==> src/rtl/multicycle_control.sv <==
`default_nettype none
// ============================================================================
// multicycle_control: multicycle RV32 ALU-subset control FSM with IR and counter
// Revision: 1.0
// ============================================================================
module multicycle_control #(
  parameter int COUNT_WIDTH = 32
) (
  input  logic                   clk,
  input  logic                   reset,
  input  logic                   run,
  input  logic                   imem_ready,
  input  logic [31:0]            instr,
  output logic                   imem_req,
  output logic                   ir_write,
  output logic [31:0]            ir,
  output logic [2:0]             alu_op,
  output logic                   alu_src_imm,
  output logic                   reg_write,
  output logic                   pc_write,
  output logic                   illegal,
  output logic [2:0]             state,
  output logic [COUNT_WIDTH-1:0] retired_count
);

  typedef enum logic [2:0] {
    S_IDLE      = 3'd0,
    S_FETCH     = 3'd1,
    S_DECODE    = 3'd2,
    S_EXECUTE   = 3'd3,
    S_WRITEBACK = 3'd4,
    S_HALT      = 3'd5
  } state_t;

  localparam logic [2:0] C_ALU_ADD = 3'd0;
  localparam logic [2:0] C_ALU_SUB = 3'd1;
  localparam logic [2:0] C_ALU_AND = 3'd2;
  localparam logic [2:0] C_ALU_OR  = 3'd3;
  localparam logic [2:0] C_ALU_XOR = 3'd4;
  localparam logic [2:0] C_ALU_SLL = 3'd5;
  localparam logic [2:0] C_ALU_SRL = 3'd6;
  localparam logic [2:0] C_ALU_SLT = 3'd7;

  localparam logic [6:0] C_OP_R = 7'b0110011;
  localparam logic [6:0] C_OP_I = 7'b0010011;

  state_t                 state_q, state_d;
  logic [31:0]            ir_q, ir_d;
  logic                   illegal_q, illegal_d;
  logic [COUNT_WIDTH-1:0] count_q, count_d;

  logic [2:0] w_funct3;
  logic [6:0] w_funct7;
  logic [2:0] dec_op;
  logic       dec_imm;
  logic       dec_ok;

  assign w_funct3 = ir_q[14:12];
  assign w_funct7 = ir_q[31:25];

  // Decode is purely a function of the latched IR, so it is stable across EXECUTE/WRITEBACK.
  always_comb begin
    dec_op  = C_ALU_ADD;
    dec_imm = 1'b0;
    dec_ok  = 1'b0;
    if (ir_q[6:0] == C_OP_R) begin
      case (w_funct3)
        3'b000: begin
          if (w_funct7 == 7'b0000000) begin
            dec_op = C_ALU_ADD; dec_ok = 1'b1;
          end else if (w_funct7 == 7'b0100000) begin
            dec_op = C_ALU_SUB; dec_ok = 1'b1;
          end
        end
        3'b111: begin dec_op = C_ALU_AND; dec_ok = 1'b1; end
        3'b110: begin dec_op = C_ALU_OR;  dec_ok = 1'b1; end
        3'b100: begin dec_op = C_ALU_XOR; dec_ok = 1'b1; end
        3'b010: begin dec_op = C_ALU_SLT; dec_ok = 1'b1; end
        3'b001: begin dec_op = C_ALU_SLL; dec_ok = (w_funct7 == 7'b0000000); end
        3'b101: begin dec_op = C_ALU_SRL; dec_ok = (w_funct7 == 7'b0000000); end
        default: ;
      endcase
    end else if (ir_q[6:0] == C_OP_I) begin
      dec_imm = 1'b1;
      case (w_funct3)
        3'b000: begin dec_op = C_ALU_ADD; dec_ok = 1'b1; end
        3'b111: begin dec_op = C_ALU_AND; dec_ok = 1'b1; end
        3'b110: begin dec_op = C_ALU_OR;  dec_ok = 1'b1; end
        3'b100: begin dec_op = C_ALU_XOR; dec_ok = 1'b1; end
        3'b010: begin dec_op = C_ALU_SLT; dec_ok = 1'b1; end
        3'b001: begin dec_op = C_ALU_SLL; dec_ok = (w_funct7 == 7'b0000000); end
        3'b101: begin dec_op = C_ALU_SRL; dec_ok = (w_funct7 == 7'b0000000); end
        default: ;
      endcase
    end
  end

  always_comb begin
    state_d     = state_q;
    ir_d        = ir_q;
    illegal_d   = illegal_q;
    count_d     = count_q;
    imem_req    = 1'b0;
    ir_write    = 1'b0;
    reg_write   = 1'b0;
    pc_write    = 1'b0;
    alu_op      = C_ALU_ADD;
    alu_src_imm = 1'b0;
    case (state_q)
      S_IDLE: begin
        if (run) state_d = S_FETCH;
      end
      S_FETCH: begin
        imem_req = 1'b1;
        if (imem_ready) begin
          ir_write = 1'b1;
          ir_d     = instr;
          state_d  = S_DECODE;
        end
      end
      S_DECODE: begin
        if (dec_ok) begin
          state_d = S_EXECUTE;
        end else begin
          illegal_d = 1'b1;
          state_d   = S_HALT;
        end
      end
      S_EXECUTE: begin
        alu_op      = dec_op;
        alu_src_imm = dec_imm;
        state_d     = S_WRITEBACK;
      end
      S_WRITEBACK: begin
        alu_op      = dec_op;
        alu_src_imm = dec_imm;
        pc_write    = 1'b1;
        reg_write   = (ir_q[11:7] != 5'd0);
        count_d     = count_q + 1'b1;
        state_d     = run ? S_FETCH : S_IDLE;
      end
      S_HALT: ;
      default: state_d = S_IDLE;
    endcase
  end

  always_ff @(posedge clk or negedge reset) begin
    if (!reset) begin
      state_q   <= S_IDLE;
      ir_q      <= 32'd0;
      illegal_q <= 1'b0;
      count_q   <= '0;
    end else begin
      state_q   <= state_d;
      ir_q      <= ir_d;
      illegal_q <= illegal_d;
      count_q   <= count_d;
    end
  end

  assign ir            = ir_q;
  assign illegal       = illegal_q;
  assign state         = state_q;
  assign retired_count = count_q;

endmodule
`default_nettype wire

==> config.mk <==
export PLATFORM = sky130hd
export DESIGN_NAME = multicycle_control
export DESIGN_NICKNAME = d
export VERILOG_FILES = /design/src/rtl/multicycle_control.sv
export SDC_FILE = /design/constraint.sdc
export NUM_CORES = 1
export LEC_CHECK = 0
export ABC_AREA = 1
export BUFFER_PORTS_ARGS = -buffer_cell sky130_fd_sc_hd__buf_2
export CELL_PAD_IN_SITES_DETAIL_PLACEMENT = 0
export CELL_PAD_IN_SITES_GLOBAL_PLACEMENT = 2
export CORE_ASPECT_RATIO = 2
export CORE_MARGIN = 2
export CORE_UTILIZATION = 30
export DETAILED_ROUTE_END_ITERATION = 8
export GPL_TIMING_DRIVEN = 0
export PLACE_DENSITY = 0.95
export SLEW_MARGIN = 10
export SYNTH_ARGS = -nofsm -noshare
export SYNTH_HDL_FRONTEND = slang
export SYNTH_SLANG_ARGS = --single-unit
==> constraint.sdc <==
create_clock -name clk -period 4.3 [get_ports clk]
set_input_delay 0.215 -clock clk [delete_from_list [all_inputs] [get_ports clk]]
set_output_delay 0.215 -clock clk [all_outputs]
set_load 0.1 [all_outputs]
# == Yosys cells after proc, flatten, opt, wreduce, memory -nomap -nowiden ==
# Index checks and enable logic that the tools add are counted.
# word_totals
ff_bits,68
inputBits,36
out_inout_bits,76
word_cells,60
# op_classes
add_sub_neg,1
n_eq_ne,16
n_mux,26
n_bitwise,2
reduce_logical,11
# ops
cell,count
$pmux W3 S6,2
$add A32 B1 Y32 const B,1
$pmux W3 S7,1
$eq A3 B3 Y1 const B,6
$mux W3,6
$mux W1,15
$eq A7 B6 Y1 const B,2
$eq A3 B2 Y1 const B,3
$eq A7 B5 Y1 const B,1
$logic_not A7 Y1,1
$eq A3 B1 Y1 const B,2
$logic_not A3 Y1,2
$reduce_bool A5 Y1,1
$reduce_or A5 Y1,1
$ne A2 B2 Y1 const B,2
$reduce_and A2 Y1,2
$reduce_or A2 Y1,2
$reduce_or A4 Y1,1
$pmux W1 S3,1
$reduce_and A3 Y1,1
$not A1 Y1,2
$pmux W1 S2,1

# == Longest topological paths before layout ==
# Gate-level depths: netlist of the first run.
# logic_depth
ltp_word,7
depth_mapped,10
mapped_depth_nobuf,10

# == Worst setup path before layout of the first run ==
# OpenSTA, ideal clock, no wires.
# synth_path
kind,reg2out
from,"register state_q[2], in the netlist state[2]"
to,output alu_op[1]
t_arrival_ns,4.651
t_required_ns,4.085
slack_ns,-0.566
path_stages_with_launch,8
n_path_buf,1
path_cell_list,dfrtp_1 > nand2_2 > buf_6 > nand2_2 > inv_2 > nor2_2 > a21oi_1 > a211oi_1
# synth_between
elab_chain_cells,3
word_cells_on_any_way,4
# synth_rtl
item,line,text
start: declaration,47,"state_t state_q, state_d;"
start signal: assignment,154,state_q <= state_d;
$eq A3 B3 Y1 / $eq A3 B2 Y1 (equally long branches),109,case (state_q)
$reduce_or A2 Y1 (no line) (*),--,
$mux W3 (*),109,
end: declaration,17,"output logic [2:0] alu_op,"
# Mark *: on every way between the ends. The rest lies on a longest branch, timed or not.

# == Final worst setup path of the first run ==
# layout_path
from,"register state_q[0], in the netlist state[0]"
to,output reg_write
# layout_between
elab_chain_cells,2
# layout_rtl
item,line,text
$eq A3 B3 Y1,109,
$mux W1,109,
end: declaration,19,"output logic reg_write,"
# Every way passes these cells.

==> results of run 1 <==
[routing by layer]
layer,track usage [%],up-vias
met5,0,-
met4,7.95,0
met3,4.75,25
met2,31.4,100
met1,16.9,1583
li1,-,1752
[per-stage QoR]
step	util, %	power (mW)	area [um2]	setup WS [ns]	hold WS [ns]
floorplan	-	2.69	3640	0.359	-0.0806
global placement	37.2	3.06	4380	2.16	0.417
detailed placement	37.4	3.08	4410	2.14	0.0605
CTS	39.9	3.81	4700	1.77	0.0716
global route	39.9	3.97	4700	1.67	0.0836
finish	39.9	3.77	4700	1.85	0.0830
[synth_stat cells]
| master | n | area share, % |
|---|---|---|
| a211oi_1 | 2 | 0.41 |
| a21boi_0 | 1 | 0.21 |
| a21oi_1 | 2 | 0.28 |
| a22oi_1 | 1 | 0.21 |
| a31oi_1 | 1 | 0.17 |
| buf_2 | 7 | 0.96 |
| buf_6 | 1 | 0.31 |
| clkbuf_1 | 1 | 0.10 |
| dfrtp_1 | 68 | 47 |
| ha_1 | 1 | 0.34 |
| inv_1 | 40 | 4.1 |
| inv_2 | 3 | 0.31 |
| nand2_1 | 218 | 23 |
| nand2_2 | 3 | 0.52 |
| nand3_1 | 17 | 2.3 |
| nand3_2 | 1 | 0.28 |
| nand3_4 | 1 | 0.48 |
| nand3b_1 | 4 | 0.83 |
| nand4_1 | 1 | 0.17 |
| nand4_4 | 1 | 0.59 |
| nor2_1 | 55 | 5.7 |
| nor2_2 | 9 | 1.5 |
| nor2_4 | 2 | 0.62 |
| nor2_8 | 1 | 0.55 |
| nor3_1 | 9 | 1.2 |
| nor3_2 | 1 | 0.28 |
| nor3_4 | 1 | 0.45 |
| o21ai_0 | 13 | 1.8 |
| o21ai_1 | 1 | 0.14 |
| o41ai_1 | 1 | 0.24 |
| or2_2 | 1 | 0.17 |
| xnor2_1 | 7 | 1.7 |
| xor2_1 | 15 | 3.6 |
[worst max-delay path: stages, from the launching register on]
cell and delay [ns]:
dfrtp_1 0.41, nor2_2 0.18, nand2_2 0.11, buf_6 0.17, inv_1 0.18, buf_2 0.27, o41ai_1 0.10, inv_1 0.05
buf_2 0.42
[power by group through the flow]
stage | combinational (mW) | sequential, mW | clock, mW
floorplan | 0.499 | 2.19 | 0
global route | 2.20 | 0.999 | 0.771
detailed placement | 2.10 | 0.977 | 0
finish | 2.09 | 0.968 | 0.716
CTS | 2.11 | 0.971 | 0.737
global placement | 2.09 | 0.966 | 0
[kinds of logic (layout without fill, tap and decap cells)]
group | count (synthesis) | in the layout | synth area share [%]
simple gates | 325 | 325 | 38.3
flops | 68 | 68 | 46.8
buf+inv | 52 | 179 | 5.82
compound gates | 22 | 22 | 3.44
xor+xnor | 22 | 22 | 5.30
fa+ha+maj | 1 | 1 | 0.344
[layout make-up]
class	instances	area, um2	area share [%]
Multi-Input combinational cell	370	1730	36.7
Sequential cell	68	1700	36.2
Timing Repair Buffer	113	596	12.7
Clock buffer	9	225	4.80
Tap cell	145	181	3.86
Inverter	43	161	3.44
Clock inverter	5	55.1	1.17
Buffer	9	50.0	1.07
[repair_timing]
action,in CTS,in global routing
endpoints found under the setup margin,0,0
resized for setup,0,0
hold buffers,1,0
endpoints found under the hold margin,26,0
[worst max path at each step]
stage / start / to / slack, ns / cells past startpoint
6_report: state[0]$_DFFE_PN0P_ / reg_write / 1.85 / 8
5_1_grt: state[1]$_DFFE_PN0P_ / reg_write / 1.67 / 8
4_1_cts: state[0]$_DFFE_PN0P_ / reg_write / 1.77 / 8
3_5_place_dp: state[0]$_DFFE_PN0P_ / reg_write / 2.14 / 8
3_3_place_gp: state[0]$_DFFE_PN0P_ / reg_write / 2.16 / 8
2_1_floorplan: state[2]$_DFFE_PN0P_ / alu_op[2] / 0.36 / 7
[flip-flops by register name, summed over array words and instances (netlist names)]
signal and cells:
illegal 1, ir 32, retired_count 32, state 3
==> metrics.md, run 1 <==
| Metric | Value |
|---|---|
| Die area | `13100 um2` |
| Post-Route WL | `10.5 mm` |
| Placed insts | `747` |
| Sw frac | `58.8%` |
| Combinational Power Share | `55.3%` |
| Worst Path Max Fanout | `10` |
| Synthesized flop and latch total | `68` |
| Post-Syn Nets | `527` |
| Hold Path End | `ir[25]$_DFFE_PN0P_` |
| Port bufs | `111` |
| Ports | `112` |
| Fraction of layout cells with a size suffix above 1 | `25.8%` |
| Vias per cell | `4.54` |
| Post-Synthesis Cell Area | `3630 um2` |
| Root buf cell | `clkbuf_16` |
| Req. time, crit path | `4.09 ns` |
| R2R Path Start | `retired_count[8]$_DFFE_PN0P_` |
| Post-route setup TNS | `0 ns` |
| First-pass GRT wire length | `17.0 mm` |
| All-Layer GR Usage | `17.1%` |
| Cell count after synthesis | `490` |
| Routed Antenna Nets | `0` |
| Grt ovf | `0` |
| Drt drc | `0` |
| Number of global-route vias before repair | `3512` |
| DR WL/cell | `13.8 um` |
| Crit. End Element | `output pin` |
| Commonest non-fill, non-tap cell in the layout | `nand2_1` |
| Final Hold Fails | `0` |
| Worst hold path class | `primary input to flip-flop` |
| Die W | `81.8 um` |
| CP Launch Type | `flip-flop` |
| Worst skew pair latency | `0.33 ns` |
| Max Cap Viol | `0` |
| Met2 wire len | `5.92 mm` |
| DR top layer | `met4` |
| Tmin final | `2.45 ns` |
| Initial antenna violation count | `0` |
| Via count | `3460` |
| P_leak | `2.53 nW` |
| Final Cycle Share | `57.0%` |
| FMAX | `408 MHz` |
| Routability cong. | `0.883` |
| Initial drt markers | `128` |
| Row cnt | `56` |
| Synthesis warning total | `0` |
| Worst Tran Pin Value | `0.520 ns` |
| Reg clk slew, reported paths | `0.05 ns` |
| Hold path cells | `3` |
| Number of fill cells | `1277` |
| Clock sinks | `68` |
| Layout area overhead | `29.2%` |
| Seq pwr share | `25.7%` |
| TritonCTS clock tree | `yes` |
| Unrepaired setup endpoints after global routing | `false` |
| Library cells used by synthesis | `33` |
| # nets final | `651` |
| Die Y | `160 um` |
| R2R Setup Slk | `2.51 ns` |
| Hold Startpoint | `instr[25]` |
| Starting Density | `30.9%` |
| Total CTS buffers | `9` |
| Drt first pass iters | `4` |
| Status | `complete, no violations` |
| Commonest cells after routing, fill and taps aside | `218 x nand2_1, 117 x buf_2, 68 x dfrtp_1` |
| Postcts setup bufs | `0` |
| Arrival time at the worst endpoint | `2.24 ns` |
| Metal-1 WL | `3.63 mm` |
| Post-synthesis sequential area ratio | `46.8%` |
| Avg Cell Area, Syn | `7.42 um2` |
| Post-DP HPWL | `8.36 mm` |
| Max Root-Sink Buffers | `2` |
| Largest net degree at the start of global routing | `60` |
| Core Area | `11800 um2` |
| Routed wire length on met3 | `573 um` |
| Rel. slew slack | `65.3%` |
| Crit Reg-Reg Endpoint | `retired_count[31]$_DFFE_PN0P_` |
| Register-to-Register Path Depth | `9` |
| Post-route insts no fill | `762` |
| Final setup viols | `0` |
| Net load switching power | `2.22 mW` |
| CP Class | `flip-flop to output pin` |
| Pwr dens | `803 nW/um2` |
| Int Power | `1.55 mW` |
| Antenna Cells | `0` |
| Worst-case clock skew | `0.00829 ns` |
| Max VDD drop | `0.698 mV` |
| CTS H-tree depth | `3` |
| Slew Viols, Final | `0` |
| Clock network power share | `19.0%` |
No activity file was read; power rests on OpenSTA's default activity.
==> run 2: changes to the inputs <==
--- a/config.mk
+++ b/config.mk
@@ -11,10 +11,10 @@
 export CELL_PAD_IN_SITES_GLOBAL_PLACEMENT = 2
 export CORE_ASPECT_RATIO = 2
 export CORE_MARGIN = 2
-export CORE_UTILIZATION = 30
+export CORE_UTILIZATION = 28
 export DETAILED_ROUTE_END_ITERATION = 8
 export GPL_TIMING_DRIVEN = 0
-export PLACE_DENSITY = 0.95
+export PLACE_DENSITY = 0.9
 export SLEW_MARGIN = 10
 export SYNTH_ARGS = -nofsm -noshare
 export SYNTH_HDL_FRONTEND = slang
==> constraint.sdc (replaced) <==
create_clock -name clk -period 2.5 [get_ports clk]
set_input_delay 0.125 -clock clk [delete_from_list [all_inputs] [get_ports clk]]
set_output_delay 0.125 -clock clk [all_outputs]
set_load 0.1 [all_outputs]
==> run 2 against run 1 <==
Compared with the run above: wire length is 5.3% higher; power increased by 78%; register-to-register slack got worse by 1.7 ns; via count up 2.4%; cell count rose by 4.6%; global-route usage shrank 0.36 points; die area rose by 6.9%; sequential share of layout area decreased by 2.5 points; hold slack worse by 0.075 ns; non-clock buffer count up 28; critical endpoint is now alu_op[1]; highest routed layer unchanged.
==> metrics.md, run 2 (synthesized netlist as in run 1, its figures left out) <==
| Metric | Value |
|---|---|
| Placed cell areas | `4470 um2` |
| Routed Antenna Nets | `0` |
| Port bufs | `111` |
| Die area | `14000 um2` |
| Commonest non-fill, non-tap cell in the layout | `nand2_1` |
| Routed wire length on met3 | `502 um` |
| Max Root-Sink Buffers | `2` |
| Max VDD drop | `1.39 mV` |
| Arrival time at the worst endpoint | `2.23 ns` |
| Worst-case clock skew | `0.00274 ns` |
| Routability cong. | `0.892` |
| Total CTS buffers | `9` |
| Initial drt markers | `118` |
| DR top layer | `met4` |
| Post-Route WL | `11.1 mm` |
| Via count | `3542` |
| Commonest cells after routing, fill and taps aside | `218 x nand2_1, 116 x buf_2, 61 x dfrtp_1` |
| Rel. slew slack | `64.8%` |
| Final Hold Fails | `0` |
| Final Cycle Share | `94.3%` |
| Crit. End Element | `output pin` |
| Starting Density | `28.8%` |
| Tmin final | `2.36 ns` |
| # nets final | `679` |
| Design Area, Final | `5080 um2` |
| First-pass GRT wire length | `18.2 mm` |
| Vias per cell | `4.44` |
| Final Util | `40.2%` |
| Post-route insts no fill | `797` |
| Grt ovf | `0` |
| Post-DP HPWL | `8.67 mm` |
| Row cnt | `58` |
| Max Cap Viol | `0` |
| Placed insts | `752` |
| CP startpoint | `state[1]$_DFFE_PN0P_` |
| Antenna Cells | `0` |
| Number of fill cells | `1357` |
| Layout area overhead | `39.8%` |
| Area of the multi-input gates | `1770 um2` |
| Die Y | `165 um` |
| Pwr dens | `1320 nW/um2` |
| Fraction of layout cells with a size suffix above 1 | `26.4%` |
| Hold Startpoint | `instr[30]` |
| Number of global-route vias before repair | `3767` |
| Unrepaired setup endpoints after global routing | `false` |
| Reg clk slew, reported paths | `0.06 ns` |
| Die W | `84.6 um` |
| Initial antenna violation count | `0` |
| Worst hold path class | `primary input to flip-flop` |
| CP Launch Type | `flip-flop` |
| Post-route setup TNS | `0 ns` |
| Slew Viols, Final | `0` |
| CP Class | `flip-flop to output pin` |
| Worst skew pair latency | `0.33 ns` |
| Metal-1 WL | `3.80 mm` |
| Final setup viols | `0` |
| CTS H-tree depth | `3` |
| FMAX | `424 MHz` |
| Postcts setup bufs | `0` |
| Met2 wire len | `6.43 mm` |
| TritonCTS clock tree | `yes` |
| Sequential cell area | `1720 um2` |
| Ports | `112` |
| DR WL/cell | `13.9 um` |
| Tot Pwr | `6.72 mW` |
| Core Area | `12600 um2` |
| Root buf cell | `clkbuf_16` |
| R2R Path Start | `retired_count[7]$_DFFE_PN0P_` |
| Worst Path Max Fanout | `10` |
| Drt drc | `0` |
| Worst Tran Pin Value | `0.528 ns` |
| P_leak | `2.66 nW` |
| Largest net degree at the start of global routing | `58` |
| Clock sinks | `68` |
| All-Layer GR Usage | `16.7%` |
| Drt first pass iters | `4` |
| Status | `complete, no violations` |
| Req. time, crit path | `2.38 ns` |
==> run 2: final timing paths <==
| path | end | slack [ns] | depth (start not counted) |
|---|---|---|---|
| min | ir[30]$_DFFE_PN0P_ | 0.008 | 3 |
| min in group asynchronous | ir[23]$_DFFE_PN0P_ | 0.21 | 2 |
| max reg2reg | retired_count[31]$_DFFE_PN0P_ | 0.77 | 9 |
| max | alu_op[1] | 0.14 | 9 |
| min reg2reg | illegal$_DFFE_PN0P_ | 0.47 | 2 |
| max in group asynchronous | state[0]$_DFFE_PN0P_ | 1.71 | 3 |
==> run 2: layer usage <==
layer | vias to the layer above | track usage, %
li1 | 1807 | -
met1 | 1614 | 15.9
met2 | 96 | 33.6
met3 | 25 | 3.28
met4 | 0 | 7.43
met5 | - | 0
==> run 2: cell type report <==
| type | instances | share of cell area [%] |
|---|---|---|
| Clock inverter | 6 | 1.75 |
| Timing Repair Buffer | 141 | 17.3 |
| Buffer | 9 | 0.985 |
| Multi-Input combinational cell | 370 | 34.8 |
| Clock buffer | 10 | 4.51 |
| Tap cell | 150 | 3.69 |
| Inverter | 43 | 3.18 |
| Sequential cell | 68 | 33.8 |
==> run 2: worst max-delay path: stages, from the launching register on <==
cell and delay [ns]:
dfrtp_4 0.50, nor2_4 0.15, nand2_2 0.09, buf_6 0.17, nand2_4 0.08, inv_2 0.05
nor2_4 0.14, a21oi_4 0.06, a211oi_4 0.20, buf_2 0.45
==> run 2: what timing repair did <==
item                                   4_1_cts  5_1_grt
setup endpoints to repair                    1        0
resized for setup                            1        0
hold buffers                                29        0
endpoints found under the hold margin       96        0
==> run 2: through the flow <==
stage                     hold WS (ns)  worst slack, ns
final                          0.00815            0.143
after detailed placement       -0.0111            0.356
after CTS                     0.000981            0.116
after floorplan                 -0.171           -0.303
after global placement           0.326            0.385
after global routing            0.0111           0.0474
==> run 2: power breakdown <==
part | switching (mW) | total [mW] | internal [mW]
registers | 0.271 | 1.69 | 1.42
clock network | 0.495 | 1.37 | 0.873
logic | 3.11 | 3.66 | 0.556
total | 3.87 | 6.72 | 2.85
